### config.mk
export PLATFORM = sky130hd
export DESIGN_NAME = uart_tx_flat
export DESIGN_NICKNAME = d
export VERILOG_FILES = /design/src/rtl/uart_tx_if.sv /design/src/rtl/uart_tx.sv /design/src/flat_wrapper.sv
export SDC_FILE = /design/constraint.sdc
export NUM_CORES = 1
export LEC_CHECK = 0
export CAP_MARGIN = 25
export CORE_MARGIN = 10
export CORE_UTILIZATION = 49
export DETAILED_ROUTE_END_ITERATION = 7
export PLACE_DENSITY = 0.71
export RECOVER_POWER = 100
export SLEW_MARGIN = 15
export SYNTH_ARGS = -nofsm -noshare
export SYNTH_HDL_FRONTEND = slang
export SYNTH_SLANG_ARGS = --single-unit
### constraint.sdc
create_clock -name clk -period 1.54 [get_ports clk]
set_input_delay 0.231 -clock clk [delete_from_list [all_inputs] [get_ports clk]]
set_output_delay 0.231 -clock clk [all_outputs]
set_load 0.02 [all_outputs]
### src/rtl/uart_tx_if.sv
// Handshake bundle between a word producer and the UART transmitter.
interface uart_tx_if #(
  parameter int DATA_WIDTH = 8
);
  logic                  tx_start;
  logic [DATA_WIDTH-1:0] tx_data;
  logic                  tx;
  logic                  tx_busy;
  logic                  tx_done;

  modport master (
    output tx_start,
    output tx_data,
    input  tx,
    input  tx_busy,
    input  tx_done
  );

  modport slave (
    input  tx_start,
    input  tx_data,
    output tx,
    output tx_busy,
    output tx_done
  );
endinterface

### src/rtl/uart_tx.sv
// UART transmitter: start bit, LSB-first data, optional parity, 1 or 2 stop bits.
// The line output is registered so tx never glitches between bit boundaries.
module uart_tx #(
  parameter int DATA_WIDTH   = 8,
  parameter int CLKS_PER_BIT = 16,
  parameter int PARITY_EN    = 0,
  parameter int PARITY_ODD   = 0,
  parameter int STOP_BITS    = 1
) (
  input  logic     clk,
  input  logic     rst_n,
  uart_tx_if.slave bus
);

  localparam int BAUD_W = (CLKS_PER_BIT > 1) ? $clog2(CLKS_PER_BIT) : 1;
  localparam int BIT_W  = $clog2(DATA_WIDTH + 1);

  localparam logic [BAUD_W-1:0] BAUD_LAST = BAUD_W'(CLKS_PER_BIT - 1);
  localparam logic [BIT_W-1:0]  DATA_LAST = BIT_W'(DATA_WIDTH - 1);
  localparam logic [BIT_W-1:0]  STOP_LAST = BIT_W'(STOP_BITS - 1);
  localparam logic              PAR_INV   = (PARITY_ODD != 0);

  // IDLE: line high, waiting | START/DATA/PARITY/STOP: one bit period each
  localparam logic [2:0] S_IDLE   = 3'd0;
  localparam logic [2:0] S_START  = 3'd1;
  localparam logic [2:0] S_DATA   = 3'd2;
  localparam logic [2:0] S_PARITY = 3'd3;
  localparam logic [2:0] S_STOP   = 3'd4;

  logic [2:0]            state_q, state_d;
  logic [BAUD_W-1:0]     baud_q,  baud_d;
  logic [BIT_W-1:0]      bit_q,   bit_d;
  logic [DATA_WIDTH-1:0] shift_q, shift_d;
  logic                  par_q,   par_d;
  logic                  tx_q,    tx_d;
  logic                  busy_q,  busy_d;
  logic                  done_q,  done_d;
  logic                  baud_last;

  assign baud_last = (baud_q == BAUD_LAST);

  always_comb begin
    state_d = state_q;
    baud_d  = baud_q;
    bit_d   = bit_q;
    shift_d = shift_q;
    par_d   = par_q;
    tx_d    = tx_q;
    busy_d  = busy_q;
    done_d  = 1'b0;

    if (state_q != S_IDLE) begin
      baud_d = baud_last ? '0 : baud_q + 1'b1;
    end

    case (state_q)
      S_IDLE: begin
        tx_d   = 1'b1;
        busy_d = 1'b0;
        // tx_data is only looked at here, so an undriven bus cannot reach the line
        if (bus.tx_start) begin
          shift_d = bus.tx_data;
          par_d   = (^bus.tx_data) ^ PAR_INV;
          state_d = S_START;
          tx_d    = 1'b0;
          busy_d  = 1'b1;
          baud_d  = '0;
          bit_d   = '0;
        end
      end
      S_START: begin
        if (baud_last) begin
          state_d = S_DATA;
          tx_d    = shift_q[0];
        end
      end
      S_DATA: begin
        if (baud_last) begin
          shift_d = shift_q >> 1;
          if (bit_q == DATA_LAST) begin
            bit_d = '0;
            if (PARITY_EN != 0) begin
              state_d = S_PARITY;
              tx_d    = par_q;
            end else begin
              state_d = S_STOP;
              tx_d    = 1'b1;
            end
          end else begin
            bit_d = bit_q + 1'b1;
            tx_d  = shift_d[0];
          end
        end
      end
      S_PARITY: begin
        if (baud_last) begin
          state_d = S_STOP;
          tx_d    = 1'b1;
          bit_d   = '0;
        end
      end
      S_STOP: begin
        if (baud_last) begin
          if (bit_q == STOP_LAST) begin
            state_d = S_IDLE;
            tx_d    = 1'b1;
            busy_d  = 1'b0;
            done_d  = 1'b1;
            bit_d   = '0;
          end else begin
            bit_d = bit_q + 1'b1;
          end
        end
      end
      default: begin
        state_d = S_IDLE;
        tx_d    = 1'b1;
        busy_d  = 1'b0;
      end
    endcase
  end

  always_ff @(posedge clk or negedge rst_n) begin
    if (!rst_n) begin
      state_q <= S_IDLE;
      baud_q  <= '0;
      bit_q   <= '0;
      shift_q <= '0;
      par_q   <= 1'b0;
      tx_q    <= 1'b1;
      busy_q  <= 1'b0;
      done_q  <= 1'b0;
    end else begin
      state_q <= state_d;
      baud_q  <= baud_d;
      bit_q   <= bit_d;
      shift_q <= shift_d;
      par_q   <= par_d;
      tx_q    <= tx_d;
      busy_q  <= busy_d;
      done_q  <= done_d;
    end
  end

  assign bus.tx      = tx_q;
  assign bus.tx_busy = busy_q;
  assign bus.tx_done = done_q;

endmodule

### src/flat_wrapper.sv
// flat-port wrapper written by rule: the top's interface ports become plain ports
module uart_tx_flat 
#(
  parameter int DATA_WIDTH   = 8,
  parameter int CLKS_PER_BIT = 16,
  parameter int PARITY_EN    = 0,
  parameter int PARITY_ODD   = 0,
  parameter int STOP_BITS    = 1
)
  (clk, rst_n, bus_tx_start, bus_tx_data, bus_tx, bus_tx_busy, bus_tx_done);
  uart_tx_if #(.DATA_WIDTH(DATA_WIDTH)) bus_i ();
  input  logic clk;
  input  logic rst_n;
  input wire logic [$bits(bus_i.tx_start)-1:0] bus_tx_start;
  input wire logic [$bits(bus_i.tx_data)-1:0] bus_tx_data;
  output wire logic [$bits(bus_i.tx)-1:0] bus_tx;
  output wire logic [$bits(bus_i.tx_busy)-1:0] bus_tx_busy;
  output wire logic [$bits(bus_i.tx_done)-1:0] bus_tx_done;
  assign bus_i.tx_start = bus_tx_start;
  assign bus_i.tx_data = bus_tx_data;
  assign bus_tx = bus_i.tx;
  assign bus_tx_busy = bus_i.tx_busy;
  assign bus_tx_done = bus_i.tx_done;
  uart_tx #(.DATA_WIDTH(DATA_WIDTH), .CLKS_PER_BIT(CLKS_PER_BIT), .PARITY_EN(PARITY_EN), .PARITY_ODD(PARITY_ODD), .STOP_BITS(STOP_BITS)) u_core (.clk(clk), .rst_n(rst_n), .bus(bus_i));
endmodule
==> results by group <==
Worst setup path
  • CP max-delay cell: dfrtp_1
  • R2r worst-path depth: 4
  • Worst endpoint required time: 1.72 ns
  • Worst setup SP type: flop
  • Crit. End Element: flop
  • Reg-to-reg endpoint: u_core.bit_q[3]
  • CP Class: flop to flop
  • Worst R2R Setup Slack: 0.009 ns
  • Reg-to-reg startpoint: u_core.state_q[0]
  • Delay-heaviest family, CP: simple AND/OR/NAND/NOR gates
  • Maximum fanout along the worst path: 6
  • Worst path max stage delay: 0.45 ns
  • Crit path DAT: 1.71 ns
  • Critical-path cell list: or3b_1, a21oi_4, or2_4, o211ai_1
  • Buf/Inv on CP: 0

Layout
  • FF/Latch Area: 554 um2
  • Layout cells sized above 1: 28.2%
  • Layout Utilization: 65.6%
  • Synth-to-Final Area Change: 30.1%
  • Multi-input logic area: 681 um2
  • Fill cells: 216
  • Final net count: 171
  • Final instance area: 1600 um2
  • Diodes inserted: 0

Clock network
  • Cts hold-fix bufs: 0
  • Worst skew pair latency: 0.30 ns
  • CTS buffer count: 3
  • Sink Count: 22
  • Root Driver: clkbuf_4
  • CTS tree: done
  • Reg clk slew, reported paths: 0.13 ns
  • Clock Path Buffers: 2
  • Number of H-tree levels: 1

Synthesis
  • Register area share after synthesis: 45.0%
  • Mapped Nets: 139
  • Synth warnings: 0
  • Top cell type's share of synthesized area: 42.8%
  • Top_reg_cell synth: dfrtp_1
  • Count of cell types in the netlist: 43
  • Mapped Cells: 125
  • Yosys reg bits: 22
  • Count leader, synth: dfrtp_1
  • Synth Area per Inst: 9.82 um2
  • Share of synthesized flip-flops with an asynchronous set or reset: 100%
  • Largest area contributor in the netlist: dfrtp_1
  • Synthesized area: 1230 um2
  • Commonest cells post-synth: dfrtp_1 (21), nand2_1 (14), o21ai_1 (12), mux2i_1 (8), nor2_1 (8)
  • Post-synth EDFFs: 0
  • Synth area leaders: dfrtp_1 (43%), mux2i_1 (6.5%), o21ai_1 (4.9%)

GRT
  • GRT Residual Overflow: 0
  • First-pass GRT wire length: 5020 um
  • Initial antenna violation count: 0
  • Vias in the first global route: 1147
  • Pin count of the biggest net entering global routing: 15
  • Tot GR Track Use: 11.7%

Min path
  • Tightest Hold Check Type: primary input to asynchronous set/reset pin

STA
  • Final setup fails: 0
  • RSZ-0062 raised after global routing: yes
  • PnR worst setup slack: 0.00864 ns
  • Worst-margin pin slew: 0.501 ns
  • Worst hold slack: 0.268 ns
  • Final hold vios: 0
  • Slew headroom: 66.6%
  • Tcrit/Tclk final: 99.4%
  • Fmax achieved: 653 MHz
  • Clock Skew: 0.00585 ns
  • Slew Limit Fails: 0
  • Crit path time final: 1.53 ns

Floorplan
  • Die W: 70.1 um
  • Core region area: 2430 um2
  • Die ar.: 4910 um2
  • Die H: 70.1 um
  • Rows: 18
  • IO Count: 14
  • Starting Density: 50.5%

Detailed routing
  • DR iter-0 viols: 54
  • Post-route ant nets: 0
  • DRT Pass-1 Iters: 4
  • Via count: 1071
  • DRT Wirelength: 2940 um
  • Vias/cell: 5.76
  • DRC violations left: 0
  • Wirelength per Cell: 15.8 um

Placement
  • DPL Wire Length: 2210 um
  • RD Place Congestion: 0.844
  • PortBufs: 13
  • Area after DPL: 1500 um2
  • Worst Setup Slack post-DPL: -0.264 ns

Power and ir drop
  • Design Power: 0.925 mW
  • Worst IR Drop VDD: 454 uV
  • Leak: 0.755 nW
  • Pwr dens: 580 nW/um2

Flow run
  • # Max-Cap Violations: 0

Run status
  • Status: complete, no violations
state kept, by name, indices dropped and copies added, names as in the netlist:
signal and flops:
u_core.bus.tx 1, u_core.bit_q 4, u_core.bus.tx_busy 1, u_core.baud_q 4, u_core.state_q 3, u_core.bus.tx_done 1
u_core.shift_q 8
worst max-delay path by stage:
stage | from | to | depth (start not counted)
finish | u_core.state_q[0] | u_core.bit_q[3] | 4
global route | u_core.state_q[0] | u_core.bit_q[3] | 4
CTS | u_core.state_q[2] | u_core.bit_q[3] | 4
detailed placement | bus_tx_start | u_core.bit_q[3] | 5
global placement | bus_tx_start | u_core.bit_q[3] | 5
floorplan | u_core.baud_q[0] | u_core.shift_q[4] | 6
power by group:
group / leakage [nW] / internal, mW / total [mW] / switching [mW]
clock: 0.0150 / 0.101 / 0.278 / 0.177
sequential: 0.262 / 0.585 / 0.589 / 0.00386
combinational: 0.478 / 0.0328 / 0.0586 / 0.0258
metal layers:
metal | GRT usage [%] | wire length [um] | vias up
li1 | - | - | 521
met1 | 13.2 | 1200 | 526
met2 | 20.7 | 1620 | 22
met3 | 2.68 | 101 | 2
met4 | 4.61 | 19 | 0
met5 | 0 | 0 | -
layout make-up:
cell class	count	share of cell area, %
Tap cell	30	2.35
Timing Repair Buffer	32	17.2
Clock buffer	4	1.65
Multi-Input combinational cell	92	42.6
Sequential cell	22	34.7
Inverter	6	1.41
cells in the final DEF, fill, tap and decap left out, drive strengths merged:
cell and n:
nand3b 2, dfrtp 21, or3 1, o32a 1
o2111ai 1, buf 16, nand2 14, clkdlybuf4s50 10
a211o 1, clkbuf 7, and3 1, ha 3
dlygate4sd3 1, inv 6, nand3 4, or3b 2
nand4 3, o311ai 1, o21ai 16, o31ai 1
a31oi 1, a21oi 5, nor3b 2, nor2 9
a21o 2, a311oi 1, mux2i 8, dlygate4sd2 2
or2 1, o2bb2ai 1, nor3 3, o211ai 4
dfstp 1, o21bai 1, nand2b 2, a32o 1
worst register-to-register path: cells and delay by family (launching register included):
| family | cells | cell delay (ns) |
|---|---|---|
| and+or+nand+nor | 2 | 0.62 |
| AOI/OAI and AO/OA | 2 | 0.33 |
| DFF | 1 | 0.45 |
through the flow:
| stage | std cells | setup TNS, ns |
|---|---|---|
| floorplan | 125 | 0 |
| global placement | 180 | -1.23 |
| detailed placement | 180 | -1.61 |
| CTS | 184 | 0 |
| global route | 186 | -0.100 |
| finish | 186 | 0 |
cell families (layout without fill, tap and decap cells):
family	Yosys count	after routing	synth area share (%)
AND/OR/NAND/NOR	44	44	19.6
AO/OA/AOI/OAI	37	37	21.2
multiplexers	8	8	6.52
adder cells (fa/ha/maj)	3	3	3.06
flip-flops	22	22	45.0
buffers and inverters	11	42	4.69
what timing repair did:
action,in CTS,in global routing
setup endpoints to repair,4,15
pin swaps,0,4
buffers inserted,0,2
gates cloned,0,0
resized for setup,4,17
(Power assumes the default switching activity.)
